File: src/rtl/lab2_pkg.sv
// Shared constants and state encoding for the key press controller.
// Imported by the controller, its interface and the bench.
package lab2_pkg;

  localparam int SW_W  = 10;
  localparam int CNT_W = 8;

  typedef logic [1:0] state_t;

  localparam state_t IDLE         = 2'd0;
  localparam state_t PRESS_WAIT   = 2'd1;
  localparam state_t PRESSED      = 2'd2;
  localparam state_t RELEASE_WAIT = 2'd3;

endpackage

File: src/rtl/key_sync.sv
// Two-flop synchronizer for the raw push-button.
// Both flops clear to 0 on reset.
module key_sync (
  input  logic clk,
  input  logic rst_n,
  input  logic d,
  output logic q
);

  logic meta;

  always_ff @(posedge clk or negedge rst_n) begin
    if (!rst_n) begin
      meta <= 1'b0;
      q    <= 1'b0;
    end else begin
      meta <= d;
      q    <= meta;
    end
  end

endmodule

File: src/rtl/key_press_ctrl.sv
// Debounced push-button controller: one write strobe per accepted
// press, capturing the switch word and counting presses.
module key_press_ctrl
  import lab2_pkg::*;
#(
  parameter int DEBOUNCE_CYCLES = 1_000_000
) (
  input  logic             clk100_i,
  input  logic             rstn_i,
  input  logic             key_i,
  input  logic [SW_W-1:0]  sw_i,
  output logic             we_o,
  output logic [SW_W-1:0]  data_o,
  output logic [CNT_W-1:0] press_cnt_o,
  output logic             busy_o
);

  localparam int DW = $clog2(DEBOUNCE_CYCLES);
  localparam logic [DW-1:0] LAST = DW'(DEBOUNCE_CYCLES - 1);

  logic          k_s;
  state_t        state;
  state_t        nxt;
  logic [DW-1:0] cnt;
  logic [DW-1:0] cnt_nxt;
  logic          strobe;

  key_sync u_sync (
    .clk   (clk100_i),
    .rst_n (rstn_i),
    .d     (key_i),
    .q     (k_s)
  );

  always_ff @(posedge clk100_i or negedge rstn_i) begin
    if (!rstn_i) begin
      state <= IDLE;
      cnt   <= '0;
    end else begin
      state <= nxt;
      cnt   <= cnt_nxt;
    end
  end

  // cnt tops out at LAST, so it can never wrap
  always_comb begin
    nxt     = state;
    cnt_nxt = cnt;
    unique case (state)
      IDLE: begin
        if (k_s) begin
          nxt     = PRESS_WAIT;
          cnt_nxt = '0;
        end
      end
      PRESS_WAIT: begin
        if (!k_s)
          nxt = IDLE;
        else if (cnt == LAST)
          nxt = PRESSED;
        else
          cnt_nxt = cnt + DW'(1);
      end
      PRESSED: begin
        if (!k_s) begin
          nxt     = RELEASE_WAIT;
          cnt_nxt = '0;
        end
      end
      RELEASE_WAIT: begin
        if (k_s)
          nxt = PRESSED;
        else if (cnt == LAST)
          nxt = IDLE;
        else
          cnt_nxt = cnt + DW'(1);
      end
      default: nxt = IDLE;
    endcase
  end

  always_comb begin
    strobe = (state == PRESS_WAIT) && k_s && (cnt == LAST);
    busy_o = (state != IDLE);
  end

  always_ff @(posedge clk100_i or negedge rstn_i) begin
    if (!rstn_i) begin
      we_o        <= 1'b0;
      data_o      <= '0;
      press_cnt_o <= '0;
    end else begin
      we_o <= strobe;
      if (strobe) begin
        data_o      <= sw_i;
        press_cnt_o <= press_cnt_o + CNT_W'(1);
      end
    end
  end

endmodule

File: config.mk
export PLATFORM = sky130hd
export DESIGN_NAME = key_press_ctrl
export DESIGN_NICKNAME = d
export VERILOG_FILES = /design/src/rtl/lab2_pkg.sv /design/src/rtl/key_sync.sv /design/src/rtl/key_press_ctrl.sv
export SDC_FILE = /design/constraint.sdc
export NUM_CORES = 1
export LEC_CHECK = 0
export CAP_MARGIN = 25
export CORE_UTILIZATION = 42
export CTS_BUF_LIST = sky130_fd_sc_hd__clkbuf_4 sky130_fd_sc_hd__clkbuf_8
export DETAILED_ROUTE_END_ITERATION = 10
export PLACE_DENSITY = 0.65
export SLEW_MARGIN = 0
export SYNTH_ARGS = -nofsm -noshare
export SYNTH_HDL_FRONTEND = slang
export SYNTH_SLANG_ARGS = --single-unit
File: constraint.sdc
create_clock -name clk100_i -period 3.7 [get_ports clk100_i]
set_input_delay 0.74 -clock clk100_i [delete_from_list [all_inputs] [get_ports clk100_i]]
set_output_delay 0.74 -clock clk100_i [all_outputs]
set_load 0.1 [all_outputs]
After elaboration in Yosys (flattened, before gate mapping). Cells that the tools add are included.

Flip-flop bits (word level): 43. Input bits: 13. Output and inout port bits: 20. Logic and storage cells: 38.

Add/subtract/negate cells: 2. Equal/unequal tests: 10. Mux-type cells: 13. Reductions and logical operators: 6.

Operators by type and width (number): 20-bit two-way mux (5); 20-bit case mux with 4 select lines (1); 20-bit by 1-bit adder with 20-bit output (second input constant) (1); 20-bit == test (second input constant) (1); 2-bit two-way mux (6); 8-bit by 1-bit adder with 8-bit output (second input constant) (1); 2-bit case mux with 4 select lines (1); 4-bit AND reduction (2); 2-bit == test (second input constant) (2); 2-bit by 1-bit != test with 1-bit output (second input constant) (2); 2-bit != test (second input constant) (2); 3-bit by 2-bit != test with 1-bit output (second input constant) (1); 3-bit != test (second input constant) (1); 2-bit by 1-bit == test with 1-bit output (second input constant) (1); 1-bit logical AND (2); 2-bit logical NOT (1); 2-bit nonzero test (1).

Longest topological paths before layout.
Word-level depth: 4. Depth in mapped cells: 8. Gate-level depth less buffers: 7.

Hierarchy. A second synthesis with hierarchy kept.

Cell total of the unflattened synthesis: 208. Area, all modules: 2218.4 um^2.

By module, submodules not included: key_press_ctrl (instances 1, cells each 206, area each 2168.3 um^2, sequential area each 1026.0 um^2); key_sync (instances 1, cells each 2, area each 50.0 um^2, sequential area each 50.0 um^2).

Worst setup path after synthesis. No wires, ideal clock.

Path type: register -> register. Start point: reg cnt[15]. End point: reg cnt[8]. Library setup time: 0.120 ns. Arrival: 1.915 ns. Data required time: 3.580 ns. Path slack: 1.665 ns. Stages on the path, launching flop included: 7. Path buffers: 1. Clock period less this slack: 2.035 ns. Cell sequence: dfrtp_1 or4_4 or4_4 o21ai_4 inv_2 buf_6 a31o_1.

Cells in the longest elaborated chain, start to end: 4. Elaborated cells on any way between the ends: 5. Classes of those cells: 1 x eq/ne; 4 x mux.

RTL lines: from (decl) (RTL line key_press_ctrl.sv:24) `logic [DW-1:0] cnt;`; from (signal assigned) (RTL line key_press_ctrl.sv:41) `cnt <= cnt_nxt;`; 20-bit == test * (RTL line key_press_ctrl.sv:59, key_press_ctrl.sv:73); 20-bit two-way mux *; 20-bit two-way mux, on equally long branches; 20-bit case mux with 4 select lines *.

Mark *: on every way between the ends. The rest lies on a longest branch, timed or not. The select of a mux whose other input is x is not followed. A chain may end at the register's enable or synchronous reset.

Worst setup path in the final report.
Start point: reg state[0]. End point: out busy_o.

Cells in the longest elaborated chain, start to end: 1.

RTL lines: from (decl) (RTL line key_press_ctrl.sv:22) `state_t state;`; from (signal assigned) (RTL line key_press_ctrl.sv:40) `state <= nxt;`; 2-bit nonzero test (RTL line key_press_ctrl.sv:84) `busy_o = (state != IDLE);`; to (decl) (RTL line key_press_ctrl.sv:15) `output logic busy_o`.

Every way passes these cells.

==> run_results.csv <==
group,metric,value,unit
status,status,"complete, no violations",
placement,dp.final_hpwl,2830,um
placement,gp_congestion,0.768,
floorplanning,ios,33,
global_routing,grt_pass1_vias,1518,
cts,insertion_delay,300,ps
synthesis,syn_area,2070,um^2
sta,max_slew.worst_pin.slew,992,ps
route,drt-total-wl,4170,um
pwr,ir_worst_vdd,173,uV
cells_and_area,areaGrowthSynthToFinish,23.2,%
cells_and_area,diodes,0,
cells_and_area,fin_area,2550,um^2
pwr,power_density,331,nW/um^2
sta,setup_viol,0,
sta,maxSlewViolCount,0,
hold_path,hp-class,"in2async",
floorplanning,initial_core_util,43.8,%
cts,cts_tree,"built",
worst_setup_path,r2r_end,"cnt[2]",
job,maxCapViolCount,0,
pwr,combPwrFrac,6.8,%
cts,post_cts_buffers,0,
sta,finalHoldViolCount,0,
route,drtAntennaViolNets,0,
pwr,p_sw,0.206,mW
synthesis,yosysWarnings,0,
synthesis,synth.ff_latch_count,43,
global_routing,antenna_found_initial,0,
cts,htree_levels,2,
worst_setup_path,cp-start-kind,"flop",
sta,rsz0062_at_grt,"false",
floorplanning,die_h,72.2,um
pwr,seqPwrFrac,57.1,%
sta,clock.fmax,0.364,GHz
floorplanning,rows,25,
synthesis,ys_top_cells_by_area,"dfrtp_1, nand2_1, a21oi_1",
sta,max_slew_margin,33.6,%
sta,holdWs,222,ps
worst_setup_path,r2r-start,"cnt[15]",
cts,root_buffer,"clkbuf_8",
sta,clock_skew,5.83,ps
global_routing,grt_use_total,18.2,%
cts,clk_pin_slew_worst_paths,80,ps
route,drt-vias-per-instance,5.21,
synthesis,syn_avg_cell_area,9.63,um^2
floorplanning,coreArea,4720,um^2
floorplanning,die_area,5210,um^2
route,drt_iter0_markers,119,
pwr,p_int,0.639,mW
sta,tns,0,ps
worst_setup_path,crit_arrival,2010,ps
worst_setup_path,cp-end-kind,"output port",
pwr,power.share.switching,24.3,%
synthesis,syn-instance-count,215,
worst_setup_path,reg2regPathDepth,5,
cts,cts_buffers,5,
global_routing,grt_pass1_wl,7390,um
global_routing,grt_max_degree,44,
synthesis,synth_top_cell_area_share,52.0,%
worst_setup_path,rrSetupSlack,1290,ps
worst_setup_path,criticalPathCategory,"reg2out",
synthesis,synth.distinct_cells,41,
global_routing,grt_overflow,0,
route,wl_per_cell,13.1,um
worst_setup_path,path_max_fanout,7,
floorplanning,die_w,72.2,um
placement,portBuffers,32,
synthesis,yosysTopAreaCell,"dfrtp_1",
route,dr.pass1.iters,6,
pwr,p_leak,1.10,nW
worst_setup_path,cp.required,2960,ps
sta,timing.final.crit_share,74.2,%
cts,post_cts_resized,0,
sta,min_period,2750,ps
cts,cts_hold_buffers,0,
route,vias,1656,
cts,cts.path.max_buffers,2,
pwr,p_clk_share,36.1,%
synthesis,yosysSeqAreaShare,52.0,%
cells_and_area,nets,265,
synthesis,syn_nets,230,
cts,clock-sinks,43,
placement,place_area,2440,um^2
cells_and_area,drive_gt1_share,8.76,%
route,drcViolationCount,0,
-- metal layers --
layer / vias up / share of wire (%) / global-route usage (%)
met5: - / 0 / 0
met4: 0 / 1.2 / 4.58
li1: 826 / - / -
met3: 4 / 3.6 / 4.58
met1: 791 / 50 / 26.9
met2: 35 / 45 / 26.7
-- power by group through the flow --
| stage | sequential [mW] | combinational, mW | clock (mW) |
|---|---|---|---|
| 2_1_floorplan | 0.490 | 0.0294 | 0 |
| 3_3_place_gp | 0.491 | 0.0553 | 0 |
| 3_5_place_dp | 0.492 | 0.0551 | 0 |
| 4_1_cts | 0.482 | 0.0556 | 0.313 |
| 5_1_grt | 0.484 | 0.0641 | 0.332 |
| 6_report | 0.482 | 0.0572 | 0.305 |
-- critical path, stage by stage (launching register included) --
cell             delay [ps]
dfrtp_1                 450
or2_2                   140
clkdlybuf4s50_1        1120
-- flip-flops by register name, indices dropped and copies added, names as in the netlist, named ones only --
register / cells
u_sync.q: 1
cnt: 20
state: 1
u_sync.meta: 1
data_o: 10
press_cnt_o: 8
we_o: 1
-- stage by stage --
step / setup slack [ps] / power (mW) / util (%) / std cells
2_1_floorplan: 1670 / 0.520 / - / 215
3_3_place_gp: 1290 / 0.547 / 51.5 / 308
3_5_place_dp: 1280 / 0.547 / 51.7 / 309
4_1_cts: 943 / 0.851 / 53.5 / 317
5_1_grt: 859 / 0.880 / 54.0 / 318
6_report: 954 / 0.844 / 54.0 / 318
-- worst max-delay path by stage --
stage	startpoint	endpoint	slack [ps]	cells past startpoint
final	state[0]	busy_o	950	2
after detailed placement	flop	busy_o	1280	2
after global placement	state[0]	busy_o	1290	2
after CTS	flop	busy_o	940	2
after global routing	state[0]	busy_o	860	2
after floorplan	cnt[15]	cnt[8]	1670	6
-- Yosys cell counts, drive strengths merged --
cell and number:
or4 5, nor3 3, mux2 2, or2 1, nand3b 1, inv 4, a21oi 12, o31ai 1
a31oi 10, ha 2, o2bb2ai 1, a22o 2, nor2 13, xor2 4, a31o 2, nand2 51
o21ai 4, and4 4, nand2b 6, clkbuf 2, nor4bb 1, nor4 3, and2 3, nand3 8
and3 5, xnor2 6, nand4 7, mux2i 1, dfrtp 43, a41o 1, buf 5, nor2b 1
o311ai 1
-- cell families after synthesis --
logic type | synth area share [%]
AO/OA/AOI/OAI | 11.1
XOR/XNOR | 4.23
adder cells (fa/ha/maj) | 1.21
buffers and inverters | 2.72
flip-flops | 52.0
multiplexers | 1.57
AND/OR/NAND/NOR | 27.1
-- area by class of cell --
cell class / count / area (um^2)
fillers: 446 / 2170
flip-flops and latches: 43 / 1080
multi-input cells: 161 / 937
repair buffers: 35 / 348
well taps: 67 / 83.8
clock buffers: 6 / 76.3
inverters: 4 / 15.0
clock inverters: 2 / 12.5
-- cells in the final DEF (no fill, tap or decap), types with 4 or more instances in the layout --
master,synthesis,final
nand3_1,8,8
a31oi_1,9,9
and3_1,5,5
a21oi_1,12,12
and4_1,4,4
dfrtp_1,43,43
nor2_1,13,13
nand2_1,51,51
clkbuf_8,0,5
nand2b_1,6,6
xnor2_1,6,6
xor2_1,4,4
clkdlybuf4s50_1,0,31
nand4_1,7,7
Power figures use the tool's default switching activity.
